[src/rtl/seg7_pkg.sv]
// Shared types and constants for the 7-segment scan controller.
// Segment bits are ordered GFEDCBA, active high.
package seg7_pkg;

  typedef enum logic [1:0] {
    ST_IDLE,
    ST_BLANK,
    ST_DRIVE
  } state_e;

  typedef struct packed {
    logic       dp;
    logic [3:0] nib;
  } digit_t;

  localparam logic [6:0] SEG_BLANK = 7'h00;

  // Index 0 is the rightmost entry.
  localparam logic [15:0][6:0] SEG_TABLE = {
    7'h71, 7'h79, 7'h5E, 7'h39,
    7'h7C, 7'h77, 7'h6F, 7'h7F,
    7'h07, 7'h7D, 7'h6D, 7'h66,
    7'h4F, 7'h5B, 7'h06, 7'h3F
  };

endpackage

[src/rtl/seg7_hex_decode.sv]
// Combinational hex nibble to 7-segment glyph decoder.
// Shared with the single-digit counter display.
module seg7_hex_decode
  import seg7_pkg::*;
(
  input  logic [3:0] nib_i,
  output logic [6:0] seg_o
);

  assign seg_o = SEG_TABLE[nib_i];

endmodule

[src/rtl/seg7_scan_ctrl.sv]
// Multiplexed 7-segment scan controller with shadow/active banks,
// frame-boundary commit, blank gap and leading-zero blanking.
module seg7_scan_ctrl
  import seg7_pkg::*;
#(
  parameter int NUM_DIGITS   = 4,
  parameter int DWELL_CYCLES = 1000,
  parameter int BLANK_CYCLES = 16
) (
  input  logic                          clk,
  input  logic                          rst_n,
  input  logic                          en,
  input  logic                          lzb,
  input  logic                          wr_valid,
  output logic                          wr_ready,
  input  logic [$clog2(NUM_DIGITS)-1:0] wr_addr,
  input  logic [3:0]                    wr_data,
  input  logic                          wr_dp,
  output logic [6:0]                    seg_out,
  output logic                          dp_out,
  output logic [NUM_DIGITS-1:0]         dig_sel,
  output logic                          frame_tick
);

  localparam int AW   = $clog2(NUM_DIGITS);
  localparam int CMAX = (DWELL_CYCLES > BLANK_CYCLES) ?
                        DWELL_CYCLES : BLANK_CYCLES;
  localparam int CW   = (CMAX > 1) ? $clog2(CMAX) : 1;

  localparam logic [CW-1:0] BL_LAST  = CW'(BLANK_CYCLES - 1);
  localparam logic [CW-1:0] DW_LAST  = CW'(DWELL_CYCLES - 1);
  localparam logic [AW-1:0] IDX_LAST = AW'(NUM_DIGITS - 1);

  state_e                state_q, state_d;
  logic [AW-1:0]         idx_q, idx_d;
  logic [CW-1:0]         cnt_q, cnt_d;
  logic                  commit_d;
  logic                  ft_q;
  logic                  rdy_q;
  logic [6:0]            seg_q, seg_d;
  logic                  dp_q, dp_d;
  logic [NUM_DIGITS-1:0] dig_q, dig_d;

  digit_t sh_q  [NUM_DIGITS];
  digit_t act_q [NUM_DIGITS];

  logic                  wr_fire;
  logic [NUM_DIGITS-1:0] lz_m;
  logic                  zero_run;
  logic [6:0]            seg_dec;

  // Phase sequencing: IDLE -> BLANK -> DRIVE per digit, en=0 aborts.
  always_comb begin
    state_d = state_q;
    idx_d   = idx_q;
    cnt_d   = cnt_q;
    if (!en) begin
      state_d = ST_IDLE;
      idx_d   = '0;
      cnt_d   = '0;
    end else begin
      unique case (state_q)
        ST_IDLE: begin
          state_d = ST_BLANK;
          idx_d   = '0;
          cnt_d   = '0;
        end
        ST_BLANK: begin
          if (cnt_q == BL_LAST) begin
            state_d = ST_DRIVE;
            cnt_d   = '0;
          end else begin
            cnt_d = cnt_q + 1'b1;
          end
        end
        ST_DRIVE: begin
          if (cnt_q == DW_LAST) begin
            state_d = ST_BLANK;
            cnt_d   = '0;
            idx_d   = (idx_q == IDX_LAST) ? '0 : idx_q + 1'b1;
          end else begin
            cnt_d = cnt_q + 1'b1;
          end
        end
        default: begin
          state_d = ST_IDLE;
          idx_d   = '0;
          cnt_d   = '0;
        end
      endcase
    end
  end

  // Next cycle is the last dwell cycle of the last digit.
  always_comb begin
    commit_d = (state_d == ST_DRIVE) &&
               (idx_d == IDX_LAST) &&
               (cnt_d == DW_LAST);
  end

  // State, index and phase counter registers.
  always_ff @(posedge clk or negedge rst_n) begin
    if (!rst_n) begin
      state_q <= ST_IDLE;
      idx_q   <= '0;
      cnt_q   <= '0;
      ft_q    <= 1'b0;
      rdy_q   <= 1'b1;
    end else begin
      state_q <= state_d;
      idx_q   <= idx_d;
      cnt_q   <= cnt_d;
      ft_q    <= commit_d;
      rdy_q   <= ~commit_d;
    end
  end

  assign wr_fire = wr_valid && rdy_q &&
                   ({1'b0, wr_addr} < (AW + 1)'(NUM_DIGITS));

  // Shadow bank takes host writes; active bank tracks it in IDLE
  // and at each commit so a frame never shows a half-written value.
  always_ff @(posedge clk or negedge rst_n) begin
    if (!rst_n) begin
      for (int i = 0; i < NUM_DIGITS; i++) begin
        sh_q[i]  <= '0;
        act_q[i] <= '0;
      end
    end else begin
      for (int i = 0; i < NUM_DIGITS; i++) begin
        if (wr_fire && wr_addr == AW'(i)) begin
          sh_q[i] <= '{dp: wr_dp, nib: wr_data};
        end
        if (state_q == ST_IDLE || ft_q) begin
          act_q[i] <= sh_q[i];
        end
      end
    end
  end

  // Digit i is a leading zero when it and every higher digit are 0.
  always_comb begin
    zero_run = 1'b1;
    lz_m     = '0;
    for (int i = NUM_DIGITS - 1; i >= 0; i--) begin
      zero_run = zero_run & (act_q[i].nib == 4'h0);
      lz_m[i]  = zero_run && (i > 0);
    end
  end

  seg7_hex_decode u_dec (
    .nib_i (act_q[idx_d].nib),
    .seg_o (seg_dec)
  );

  // Output drive for the cycle being entered.
  always_comb begin
    seg_d = SEG_BLANK;
    dp_d  = 1'b0;
    dig_d = '0;
    if (state_d == ST_DRIVE) begin
      dig_d[idx_d] = 1'b1;
      dp_d         = act_q[idx_d].dp;
      seg_d        = (lzb && lz_m[idx_d]) ? SEG_BLANK : seg_dec;
    end
  end

  // Registered display outputs.
  always_ff @(posedge clk or negedge rst_n) begin
    if (!rst_n) begin
      seg_q <= SEG_BLANK;
      dp_q  <= 1'b0;
      dig_q <= '0;
    end else begin
      seg_q <= seg_d;
      dp_q  <= dp_d;
      dig_q <= dig_d;
    end
  end

  assign seg_out    = seg_q;
  assign dp_out     = dp_q;
  assign dig_sel    = dig_q;
  assign frame_tick = ft_q;
  assign wr_ready   = rdy_q;

endmodule

[config.mk]
export PLATFORM = sky130hd
export DESIGN_NAME = seg7_scan_ctrl
export DESIGN_NICKNAME = d
export VERILOG_FILES = /design/src/rtl/seg7_pkg.sv /design/src/rtl/seg7_hex_decode.sv /design/src/rtl/seg7_scan_ctrl.sv
export SDC_FILE = /design/constraint.sdc
export NUM_CORES = 1
export LEC_CHECK = 0
export BUFFER_PORTS_ARGS = -buffer_cell sky130_fd_sc_hd__clkbuf_2
export CORE_MARGIN = 2
export CORE_UTILIZATION = 54
export DETAILED_ROUTE_END_ITERATION = 10
export PLACE_DENSITY = 0.76
export SYNTH_ARGS = -nofsm -noshare
export SYNTH_HDL_FRONTEND = slang
export SYNTH_HIERARCHICAL = 1
export SYNTH_SLANG_ARGS = --single-unit
[constraint.sdc]
create_clock -name clk -period 3.17 [get_ports clk]
set_input_delay 0.634 -clock clk [delete_from_list [all_inputs] [get_ports clk]]
set_output_delay 0.634 -clock clk [all_outputs]
set_load 0.005 [all_outputs]
## Word level (Yosys, flattened, before mapping)

Memories as Yosys holds them, arrays and structs flattened.
Index checks and enable logic that the tools add are counted.

| storage, ports and cells | value |
|---|---|
| bits in registers | 68 |
| bits in read-only memories | 112 |
| output and inout port bits | 14 |
| logic and storage cells | 85 |
| memories | 1 |

Memories:

| name | depth | bits a word | read ports | clocked after memory_dff | write ports | line | text |
|---|---|---|---|---|---|---|---|
| (no name shown) | 16 | 7 | 1 | 0 | 0 | seg7_hex_decode.sv:10 | `assign seg_o = SEG_TABLE[nib_i];` |

| operators by class | value |
|---|---|
| $add $sub $neg | 2 |
| order comparisons | 4 |
| equal/unequal tests | 11 |
| mux-type cells | 24 |
| bitwise operators | 4 |
| reductions and logical operators | 15 |

Operator list:

| cell | count |
|---|---|
| $mux 10 | 3 |
| $mux 7 | 3 |
| $eq 10x10->1 const B | 2 |
| $pmux 10 s2 | 1 |
| $eq 2x2->1 const B | 6 |
| $logic_not 4->1 | 3 |
| $mux 2 | 6 |
| $add 10x1->10 const B | 1 |
| $bmux 5 s2 | 1 |
| $eq 10x4->1 const B | 1 |
| $mux 5 | 2 |
| $logic_and 1x1->1 | 9 |
| $pmux 2 s3 | 1 |
| $lt 4x5->1 const B | 1 |
| $eq 2x1->1 const B | 2 |
| $logic_not 2->1 | 2 |
| $mux 4 | 1 |
| $pmux 2 s2 | 1 |
| $ge 3x3->1 const B | 1 |
| $lt 2x3->1 const B | 1 |
| $mux 1 | 3 |
| $not 2->3 | 1 |
| $add 2x1->2 const B | 1 |
| $and 1x1->1 | 2 |
| other kinds (5) | 5 |

## Longest topological paths before layout

Gate-level depths: netlist (run 1).

| depth | value |
|---|---|
| depth in word-level cells | 13 |
| depth in mapped cells | 14 |

## Hierarchy

Netlist (run 1), hierarchy kept.

Modules (own cells, without submodules):

| module | instances | cells each | area each (um^2) | sequential area each (um^2) |
|---|---|---|---|---|
| seg7_scan_ctrl | 1 | 254 | 3119.2 | 1702.9 |
| seg7_hex_decode | 1 | 33 | 287.8 | 0.0 |

## Worst setup path after synthesis (run 1)

No wires, ideal clock.

| timing path | value |
|---|---|
| kind | register to register |
| from | register state_q[0] |
| to | register seg_q[3], in the netlist seg_out[3] |
| arrival time | 3.349 ns |
| required time | 3.003 ns |
| slack | -0.346 ns |
| stages on the path, launching flop included | 13 |
| cells stage by stage | dfrtp_1 > inv_1 > ha_1 > or3b_2 > nor4_2 > nor2_4 > a21o_4 > a221oi_2 > inv_1 > ha_1 > mux4_1 > inv_1 > a211oi_1 |

| on the way | value |
|---|---|
| word-level cells in the longest chain between the ends | 11 |
| elaborated cells between the ends (all ways) | 21 |
| classes of those cells | eq/ne (3); mux (14); bitwise (1); reduce/logical (2); memory (1) |

RTL lines:

| item | line | text |
|---|---|---|
| from (decl) | seg7_scan_ctrl.sv:34 | `state_e state_q, state_d;` |
| from (signal assigned) | seg7_scan_ctrl.sv:110 | `state_q <= state_d;` |
| $eq 2x2->1 or $eq 2x1->1 (tied branches) | seg7_scan_ctrl.sv:62 | `unique case (state_q)` |
| $pmux 2 s2 (*) | seg7_scan_ctrl.sv:62 |  |
| $mux 2 (*) | seg7_scan_ctrl.sv:57 | `if (!en) begin` |
| $not 2->3 (not written as such) (*) | seg7_scan_ctrl.sv:152 | `.nib_i (act_q[idx_d].nib),` |
| $bmux 5 s2 (*) | seg7_scan_ctrl.sv:152 |  |
| $mux 5 (*) (2 in series) | - |  |
| $mem_v2 16x7 (*) | - |  |
| $mux 7 (not written as such) (*) | seg7_hex_decode.sv:10 |  |
| via seg_dec[3] | seg7_scan_ctrl.sv:50 | `logic [6:0] seg_dec;` |
| $mux 7 (*) | seg7_scan_ctrl.sv:164 | `seg_d = (lzb && lz_m[idx_d]) ? SEG_BLANK : seg_dec;` |
| $mux 7 (*) | seg7_scan_ctrl.sv:161 | `if (state_d == ST_DRIVE) begin` |
| via seg_d[3] | seg7_scan_ctrl.sv:40 | `logic [6:0] seg_q, seg_d;` |
| to (signal assigned) | seg7_scan_ctrl.sv:175 | `seg_q <= seg_d;` |
| to (decl) | seg7_scan_ctrl.sv:40 |  |

Mark *: on every way through the listed nets, which the timed path passes. The rest lies on a longest branch. The select of a mux whose other input is x is not followed.
A chain may end at the register's enable or synchronous reset.

## Worst setup path after layout (run 1)

| timing path | value |
|---|---|
| from | register idx_q[1] |
| to | register seg_q[3], in the netlist seg_out[3] |

| on the way | value |
|---|---|
| word-level cells in the longest chain between the ends | 13 |
| elaborated cells between the ends (all ways) | 17 |
| classes of those cells | add/sub (1); eq/ne (1); mux (12); bitwise (1); reduce/logical (1); memory (1) |

RTL lines:

| item | line | text |
|---|---|---|
| from (decl) | seg7_scan_ctrl.sv:35 | `logic [AW-1:0] idx_q, idx_d;` |
| from (signal assigned) | seg7_scan_ctrl.sv:111 | `idx_q <= idx_d;` |
| $add 2x1->2 or $eq 2x2->1 (tied branches) | seg7_scan_ctrl.sv:80 | `idx_d = (idx_q == IDX_LAST) ? '0 : idx_q + 1'b1;` |
| $mux 2 | seg7_scan_ctrl.sv:80 |  |
| $mux 2 | seg7_scan_ctrl.sv:77 | `if (cnt_q == DW_LAST) begin` |
| $pmux 2 s2 (*) | seg7_scan_ctrl.sv:62 |  |
| $mux 2 (*) | seg7_scan_ctrl.sv:57 |  |
| $not 2->3 (not written as such) (*) | seg7_scan_ctrl.sv:152 |  |
| $bmux 5 s2 (*) | seg7_scan_ctrl.sv:152 |  |
| $mux 5 (*) (2 in series) | - |  |
| $mem_v2 16x7 (*) | - |  |
| $mux 7 (not written as such) (*) | seg7_hex_decode.sv:10 |  |
| via seg_dec[3] | seg7_scan_ctrl.sv:50 |  |
| $mux 7 (*) | seg7_scan_ctrl.sv:164 |  |
| $mux 7 (*) | seg7_scan_ctrl.sv:161 |  |
| via seg_d[3] | seg7_scan_ctrl.sv:40 |  |

Marked as above.

==> results of run 1 <==
-- power breakdown --
group	internal [mW]	switching, mW	leakage [nW]
registers	0.981	0.0836	0.858
clock network	0.444	0.351	0.106
logic	0.268	0.219	0.980
-- registers in the layout, summed over array words and instances, names as in the netlist --
name,flops
dig_sel,4
sh_q,20
wr_ready,1
act_q,20
idx_q,2
dp_out,1
state_q,2
cnt_q,10
seg_out,7
frame_tick,1
-- logic make-up after synthesis --
group	after synthesis	share of synthesized area [%]
adders and majority gates	13	4.77
xor gates and xnor gates	8	2.06
DFF	68	50.0
AOI/OAI and AO/OA	35	9.14
muxes	50	16.7
and+or+nand+nor	81	13.5
buffers and inverters	32	3.82
-- metal layers --
metal,up-vias,track usage [%]
li1,1158,-
met1,1190,31.2
met2,47,34.6
met3,12,5.77
met4,0,7.48
met5,-,0
-- cell usage in the layout (no fill, tap or decap), types with 2 or more instances in the layout --
master / n
clkbuf_2: 24
a31oi_1: 3
a221oi_4: 2
xnor2_1: 3
ha_1: 6
a211oi_1: 6
clkbuf_8: 9
ha_2: 5
nor3_1: 12
and3_1: 7
nor2_1: 15
nor4_1: 6
nand4_1: 3
buf_6: 4
mux2_2: 43
ha_4: 2
nand4b_1: 2
nand2b_1: 2
buf_4: 33
a221oi_2: 2
nand2_1: 12
mux2i_1: 3
clkinv_4: 2
or3b_4: 2
nand3_1: 5
inv_2: 5
xor2_1: 5
mux2i_2: 2
nor2b_1: 3
bufinv_16: 2
dfrtp_1: 66
inv_1: 18
a21oi_1: 4
-- what timing repair did --
| item | 4_1_cts | 5_1_grt |
|---|---|---|
| pin swaps | 2 | 7 |
| endpoints found under the setup margin | 3 | 7 |
| setup buffers | 3 | 11 |
| resized for setup | 3 | 16 |
-- final cells by class --
class	instances	share of cell area [%]
multi-input combinational	187	39.9
clock buffer	10	3.04
tap	75	2.24
timing repair buffer	62	9.97
clock inverter	6	2.15
inverter	23	2.06
sequential	68	40.6
-- worst max-delay path by stage --
stage	from	to	slack, ps	depth (start not counted)
floorplan	state_q[0]	seg_out[3]	-30	12
global placement	cnt_q[1]	seg_out[6]	90	13
detailed placement	state_q[0]	seg_out[3]	20	12
CTS	state_q[0]	seg_out[5]	5	13
global route	cnt_q[4]	seg_out[3]	-110	11
finish	idx_q[1]	seg_out[3]	8	11
-- Yosys cell counts (2+ instances only) --
library cell / n / area [sq um]
dfrtp_1: 67 / 1680
xnor2_1: 3 / 26.3
nand2_1: 12 / 45.0
nor2b_1: 3 / 18.8
nor3_1: 12 / 60.1
mux2_2: 43 / 484
nand4b_1: 2 / 17.5
nor4_1: 6 / 37.5
buf_2: 2 / 10.0
xor2_1: 5 / 43.8
a211oi_1: 7 / 52.6
a21oi_1: 5 / 25.0
nand2b_1: 2 / 12.5
mux2i_1: 6 / 60.1
a221oi_2: 4 / 60.1
nand4_1: 3 / 18.8
and3_1: 7 / 43.8
inv_1: 23 / 86.3
nor2_1: 15 / 56.3
ha_1: 13 / 163
or3b_1: 2 / 17.5
a31oi_1: 3 / 18.8
nand3_1: 5 / 25.0
clkbuf_1: 6 / 22.5
-- worst max-delay path: stages (launching register included) --
cell      delay (ps)
dfrtp_1          410
ha_1             290
nand2_1           50
or4_4            540
and3_4           210
a21o_4           240
a221oi_4         380
inv_2            120
ha_4             230
mux4_2           460
inv_2             60
a211oi_1          40
==> impl_metrics.json, run 1 <==
{
  "cts_buffers": 9,
  "r2r-start": "idx_q[1]",
  "p_leak_nw": 1.94,
  "htreeDepth": 3,
  "area_growth_pct": 23.1,
  "num_io_pins": 26,
  "gr-usage-all-layers_pct": 22.4,
  "hold_buffers": 0,
  "die_w_microns": 83.4,
  "wl_microns": 7280,
  "antenna_cells": 0,
  "yosysWarningCount": 6,
  "dpl_cell_area_sq_um": 3810,
  "end_kind": "flop",
  "fin_hold_ws_ps": 164,
  "cts.path.max_buffers": 2,
  "period_minus_slack_ps": 3160,
  "post-place-ws_ps": 15.2,
  "drv_slew": 0,
  "ys_ff_latch": 68,
  "antenna_found_initial": 0,
  "syn-instance-count": 287,
  "grt_pass1_vias": 2423,
  "power-per-cell-area_nw_per_um2": 560,
  "path_class": "flop to flop",
  "rrSetupSlack_ps": 8,
  "gp_congestion": 0.839,
  "wl_per_cell_microns": 16.9,
  "grt_max_degree": 37,
  "rsz0062_at_grt": "true",
  "wl_met2_microns": 3490,
  "core_sq_um": 6030,
  "fin_area_sq_um": 4190,
  "syn-cell-area_sq_um": 3410,
  "postSynth.asyncResetShare_pct": 100,
  "hold_viol_final": 0,
  "syn_nets": 312,
  "fillCellCount": 448,
  "max_freq_mhz": 316,
  "root_buffer": "clkbuf_8",
  "post-dp-hpwl_microns": 5050,
  "grt_pass1_wl_microns": 12300,
  "setup_slack_ps": 7.86,
  "hp-class": "input pin to async pin",
  "avgSynthCellArea_sq_um": 11.9,
  "vias": 2407,
  "die_area_sq_um": 6960,
  "vias_per_cell": 5.58,
  "clk_pin_slew_ps": 80,
  "fin_skew_ps": 7.11,
  "worst_skew_pair.late_latency_ps": 350,
  "seqCellArea_sq_um": 1700,
  "fin_util_pct": 69.6,
  "crit_path_start_kind": "flop",
  "synth_cell_types": 55,
  "multi_input_area_sq_um": 1670,
  "slew_headroom_pct": 40.1,
  "met1_length_microns": 3420,
  "grt.overflow.total": 0,
  "fin_crit_sh_pct": 99.8,
  "rows": 28,
  "worstMarginPinSlew_ps": 892,
  "die_h_microns": 83.4,
  "synth-edff-count": 0,
  "port_buffers": 25,
  "synthFlopType": "dfrtp_1",
  "top_layer": "met4",
  "drc": 0,
  "final-setup-viol-count": 0,
  "drive_gt1_share_pct": 44.7,
  "dpl.cell_count": 401,
  "crit_fanout": 5,
  "antenna_left": 0,
  "ys_seq_area_share_pct": 50.0,
  "routed-wl-met3_microns": 260,
  "final.setup.tns_ps": 0,
  "final_cells": 431,
  "cts.sinks": 68,
  "dr.pass1.iters": 4,
  "r2r_end": "seg_out[3]",
  "drt-initial-drc-count": 96,
  "reg2reg_depth": 11,
  "maxCapViolations": 0,
  "irDropWorstVdd_mv": 0.360,
  "critPathRequiredTime_ps": 3390,
  "finalPower_mw": 2.35,
  "start_util_pct": 56.5,
  "arrival_ps": 3390,
  "outcome": "complete, no violations",
  "tritoncts": "built",
  "final_nets": 376
}
No activity file was read; power rests on OpenSTA's default activity.
==> run 2: changes to the inputs <==
PLACE_DENSITY = default   (was 0.76)
PLACE_DENSITY_LB_ADDON = 0.3   (was default)
==> impl_metrics.json, run 2 (synthesized netlist as in run 1, its figures left out) <==
{
  "vias": 2410,
  "rrSetupSlack_ps": -70,
  "antenna_found_initial": 0,
  "drv_slew": 0,
  "grt.overflow.total": 0,
  "crit_fanout": 5,
  "port_buffers": 25,
  "cpMaxStageDelayCell": "or4_4",
  "fillCellCount": 453,
  "crit_chain": "or3b_4 > or4_4 > and3_4 > a21o_4 > a221oi_4 > inv_2 > ha_4 > mux4_2 > inv_2 > a211oi_2",
  "final_cell_mix": "67 x dfrtp_1, 42 x mux2_2, 35 x buf_4",
  "wl_microns": 6990,
  "worst_skew_pair.late_latency_ps": 340,
  "tritoncts": "built",
  "antenna_cells": 0,
  "outcome": "complete, but fails checks",
  "vias_per_cell": 5.60,
  "drc": 0,
  "maxCapViolations": 0,
  "hold_viol_final": 0,
  "setup_slack_ps": -69.5,
  "p_leak_nw": 1.98,
  "rsz0062_at_grt": "true",
  "cpMostUsedCell": "inv_2",
  "die_h_microns": 83.4,
  "die_w_microns": 83.4,
  "dr.pass1.iters": 4,
  "crit_buf_inv": 2,
  "critPathRequiredTime_ps": 3380,
  "fin_skew_ps": 8.77,
  "gp_congestion": 0.817,
  "cts_buffers": 9,
  "htreeDepth": 3,
  "cts.sinks": 68,
  "hold_buffers": 0,
  "core_sq_um": 6030,
  "clk_pin_slew_ps": 70,
  "slew_headroom_pct": 38.4,
  "drive_gt1_share_pct": 43.7,
  "irDropWorstVdd_mv": 0.441,
  "final_nets": 376,
  "post-dp-hpwl_microns": 4910,
  "period_minus_slack_ps": 3240,
  "path_class": "flop to flop",
  "final_cells": 430,
  "cts.path.max_buffers": 2,
  "final.setup.tns_ps": -69.5,
  "worstMarginPinSlew_ps": 917,
  "final_common_cell": "dfrtp_1",
  "violations": "negative setup slack",
  "drt-initial-drc-count": 83,
  "power-per-cell-area_nw_per_um2": 559,
  "final-setup-viol-count": 1,
  "rows": 28,
  "dpl.cell_count": 401,
  "grt_max_degree": 38,
  "antenna_left": 0,
  "hp-class": "input pin to async pin",
  "start_util_pct": 56.5,
  "grt_pass1_wl_microns": 11800,
  "gr-usage-all-layers_pct": 21.2,
  "fin_area_sq_um": 4200,
  "wl_per_cell_microns": 16.3,
  "num_io_pins": 26,
  "area_growth_pct": 23.3,
  "crit_path_start_kind": "flop",
  "max_freq_mhz": 309,
  "root_buffer": "clkbuf_8",
  "fin_crit_sh_pct": 102,
  "die_area_sq_um": 6960,
  "top_regs": "act_q x20, sh_q x20, cnt_q x10",
  "end_kind": "flop",
  "crit_path_max_incr_delay_ps": 580,
  "dpl_cell_area_sq_um": 3810,
  "post-place-ws_ps": -38.0,
  "crit_family": "simple AND/OR/NAND/NOR gates",
  "grt_pass1_vias": 2437,
  "arrival_ps": 3450
}
-- run 2: per-layer routing --
metal / track usage (%) / vias to the layer above / routed length (microns)
met5: 0 / - / 0
met4: 7.77 / 0 / 97
met3: 3.88 / 13 / 219
met2: 33.3 / 45 / 3400
met1: 29.5 / 1187 / 3280
li1: - / 1165 / -
-- run 2: layout make-up --
| type | instances | area, sq um | share of cell area [%] |
|---|---|---|---|
| clock inverter | 5 | 85.1 | 2.03 |
| clock buffer | 10 | 138 | 3.28 |
| multi-input combinational | 187 | 1690 | 40.1 |
| timing repair buffer | 62 | 410 | 9.77 |
| tap | 75 | 93.8 | 2.23 |
| inverter | 23 | 86.3 | 2.05 |
| sequential | 68 | 1700 | 40.5 |
-- run 2: worst paths after layout --
path,startpoint,to,cells past startpoint
worst max-delay path,cnt_q[4],seg_out[3],10
worst min-delay path,rst_n,cnt_q[2],1
worst max register to register,cnt_q[4],seg_out[3],10
worst min register to register,sh_q[4],sh_q[4],1
max in group asynchronous,rst_n,act_q[5],2
min in group clk,sh_q[4],sh_q[4],1
-- run 2: power by group --
group	switching [mW]	internal, mW	total [mW]	leakage [nW]
clock network	0.333	0.464	0.797	0.109
registers	0.0747	0.981	1.06	0.860
logic	0.225	0.273	0.498	1.01
-- run 2: through the flow --
stage          hold slack (ps)  total power [mW]  utilization (%)
5_1_grt                    452              2.47             69.7
4_1_cts                    399              2.30             67.1
3_5_place_dp               491              1.50             63.2
6_report                   378              2.35             69.7
2_1_floorplan              338              1.38                -
3_3_place_gp               486              1.49             63.2
-- run 2: timing repair --
action | 4_1_cts | 5_1_grt
setup endpoints to repair | 3 | 6
pin swaps | 3 | 7
gates resized for setup | 4 | 11
gates cloned | 0 | 0
setup buffers | 0 | 14
==> run 3: changes to the inputs <==
GPL_TIMING_DRIVEN = 0   (was default)
SKIP_LAST_GASP = 1   (was default)
==> impl_metrics.json, run 3 (synthesized netlist as in run 1, its figures left out) <==
{
  "outcome": "complete, but fails checks",
  "violations": "negative setup slack",
  "gr-usage-all-layers_pct": 21.5,
  "fin_skew_ps": 10.8,
  "cp-startpoint": "state_q[0]",
  "die_h_microns": 83.4,
  "crit_family": "simple AND/OR/NAND/NOR gates",
  "cpMostUsedCell": "inv_2",
  "crit_path_start_kind": "flop",
  "fin_crit_sh_pct": 104,
  "final-setup-viol-count": 5,
  "path_depth": 13,
  "htreeDepth": 3,
  "path_class": "flop to flop",
  "setup_slack_ps": -136,
  "r2r-start": "state_q[0]",
  "cts_buffers": 9,
  "grt.overflow.total": 0,
  "top_regs": "act_q x20, sh_q x20, cnt_q x10",
  "drive_gt1_share_pct": 41.5,
  "cpMaxStageDelayCell": "mux4_2",
  "antenna_cells": 0,
  "p_leak_nw": 1.92,
  "antenna_left": 0,
  "crit_path_max_incr_delay_ps": 460,
  "dpl.cell_count": 387,
  "antenna_found_initial": 0,
  "critPathRequiredTime_ps": 3350,
  "final_cell_mix": "66 x dfrtp_1, 43 x mux2_2, 24 x clkbuf_2",
  "port_buffers": 25,
  "arrival_ps": 3480,
  "hold_viol_final": 0,
  "vias_per_cell": 5.65,
  "worstMarginPinSlew_ps": 1300,
  "wl_microns": 7010,
  "final_common_cell": "dfrtp_1",
  "fin_hold_ws_ps": 429,
  "drv_slew": 0,
  "drc": 0,
  "cts.path.max_buffers": 2,
  "rows": 28,
  "rrSetupSlack_ps": -140,
  "period_minus_slack_ps": 3310,
  "max_freq_mhz": 303,
  "hp-class": "input pin to async pin",
  "num_io_pins": 26,
  "power-per-cell-area_nw_per_um2": 570,
  "cts.sinks": 68,
  "rsz0062_at_grt": "true",
  "vias": 2395,
  "root_buffer": "clkbuf_8",
  "crit_chain": "inv_2 > ha_4 > or3b_4 > nor4_4 > nor2_4 > buf_6 > a21o_4 > a221oi_4 > inv_2 > ha_4 > mux4_2 > inv_2 > a211oi_1",
  "tritoncts": "built",
  "irDropWorstVdd_mv": 0.444,
  "crit_fanout": 5,
  "grt_pass1_vias": 2421,
  "worst_skew_pair.late_latency_ps": 350,
  "maxCapViolations": 0,
  "reg2reg_depth": 13,
  "core_sq_um": 6030,
  "final_cells": 424,
  "hold_buffers": 0,
  "die_area_sq_um": 6960,
  "grt_pass1_wl_microns": 11700,
  "post-dp-hpwl_microns": 4610,
  "end_kind": "flop",
  "gp_congestion": 0.826,
  "final_nets": 369,
  "wl_per_cell_microns": 16.5,
  "area_growth_pct": 22.9,
  "dr.pass1.iters": 5,
  "die_w_microns": 83.4,
  "drt-initial-drc-count": 85,
  "start_util_pct": 56.5,
  "clk_pin_slew_ps": 80,
  "grt_max_degree": 69,
  "r2r_end": "seg_out[3]",
  "slew_headroom_pct": 12.8,
  "crit_buf_inv": 4
}
## run 3: changes by cell type in the layout (fill, tap and decap cells not counted), sizes merged
cell / change
buf: -12
inv: -2
clkinv: +2
clkbuf: +5
bufinv: +1
## run 3: metrics by stage
stage,utilization [%],power [mW],instance area [sq um],setup TNS (ps),worst slack (ps)
3_5_place_dp,61.2,1.50,3690,-2080,-376
3_3_place_gp,61.2,1.47,3690,-1520,-301
4_1_cts,68.3,2.39,4110,-144,-82.2
5_1_grt,69.5,2.51,4190,-1200,-260
2_1_floorplan,-,1.38,3470,-32.4,-32.4
6_report,69.5,2.39,4190,-353,-136
## run 3: worst max-delay path by stage
stage	to	slack (ps)
final	seg_out[3]	-140
after detailed placement	seg_out[3]	-380
after floorplan	seg_out[3]	-30
after CTS	seg_out[3]	-80
after global placement	seg_out[5]	-300
after global routing	seg_out[5]	-260
## run 3: metal layers
metal,global-route usage [%],share of wire [%],vias up
li1,-,-,1148
met3,4.67,3.9,18
met5,0,0,-
met1,27.1,44,1172
met2,33.9,49,57
met4,12.9,2.5,0
## run 3: timing repair
action                     4_1_cts  5_1_grt
pin swaps                        9        4
gates resized for setup         10        8
setup endpoints to repair        7        7
buffers inserted                18        5
## run 3: worst reg2reg max path, stage by stage (launching register included)
cell and delay (ps):
dfrtp_1 400, inv_2 90, ha_4 160, or3b_4 390
nor4_4 360, nor2_4 110, buf_6 130, a21o_4 220
a221oi_4 370, inv_2 130, ha_4 230, mux4_2 460
inv_2 60, a211oi_1 40
## run 3: cell type report
cell class / count / area (sq um)
flip-flops and latches: 68 / 1700
clock inverters: 6 / 113
fillers: 428 / 1840
inverters: 23 / 90.1
well taps: 75 / 93.8
multi-input cells: 187 / 1690
clock buffers: 10 / 128
repair buffers: 48 / 320
plain buffers: 7 / 46.3
## run 3: report_power, final
group | switching (mW) | internal, mW | total, mW | leakage [nW]
combinational | 0.212 | 0.252 | 0.465 | 0.942
clock | 0.342 | 0.524 | 0.866 | 0.120
sequential | 0.0765 | 0.981 | 1.06 | 0.858
total | 0.631 | 1.76 | 2.39 | 1.92
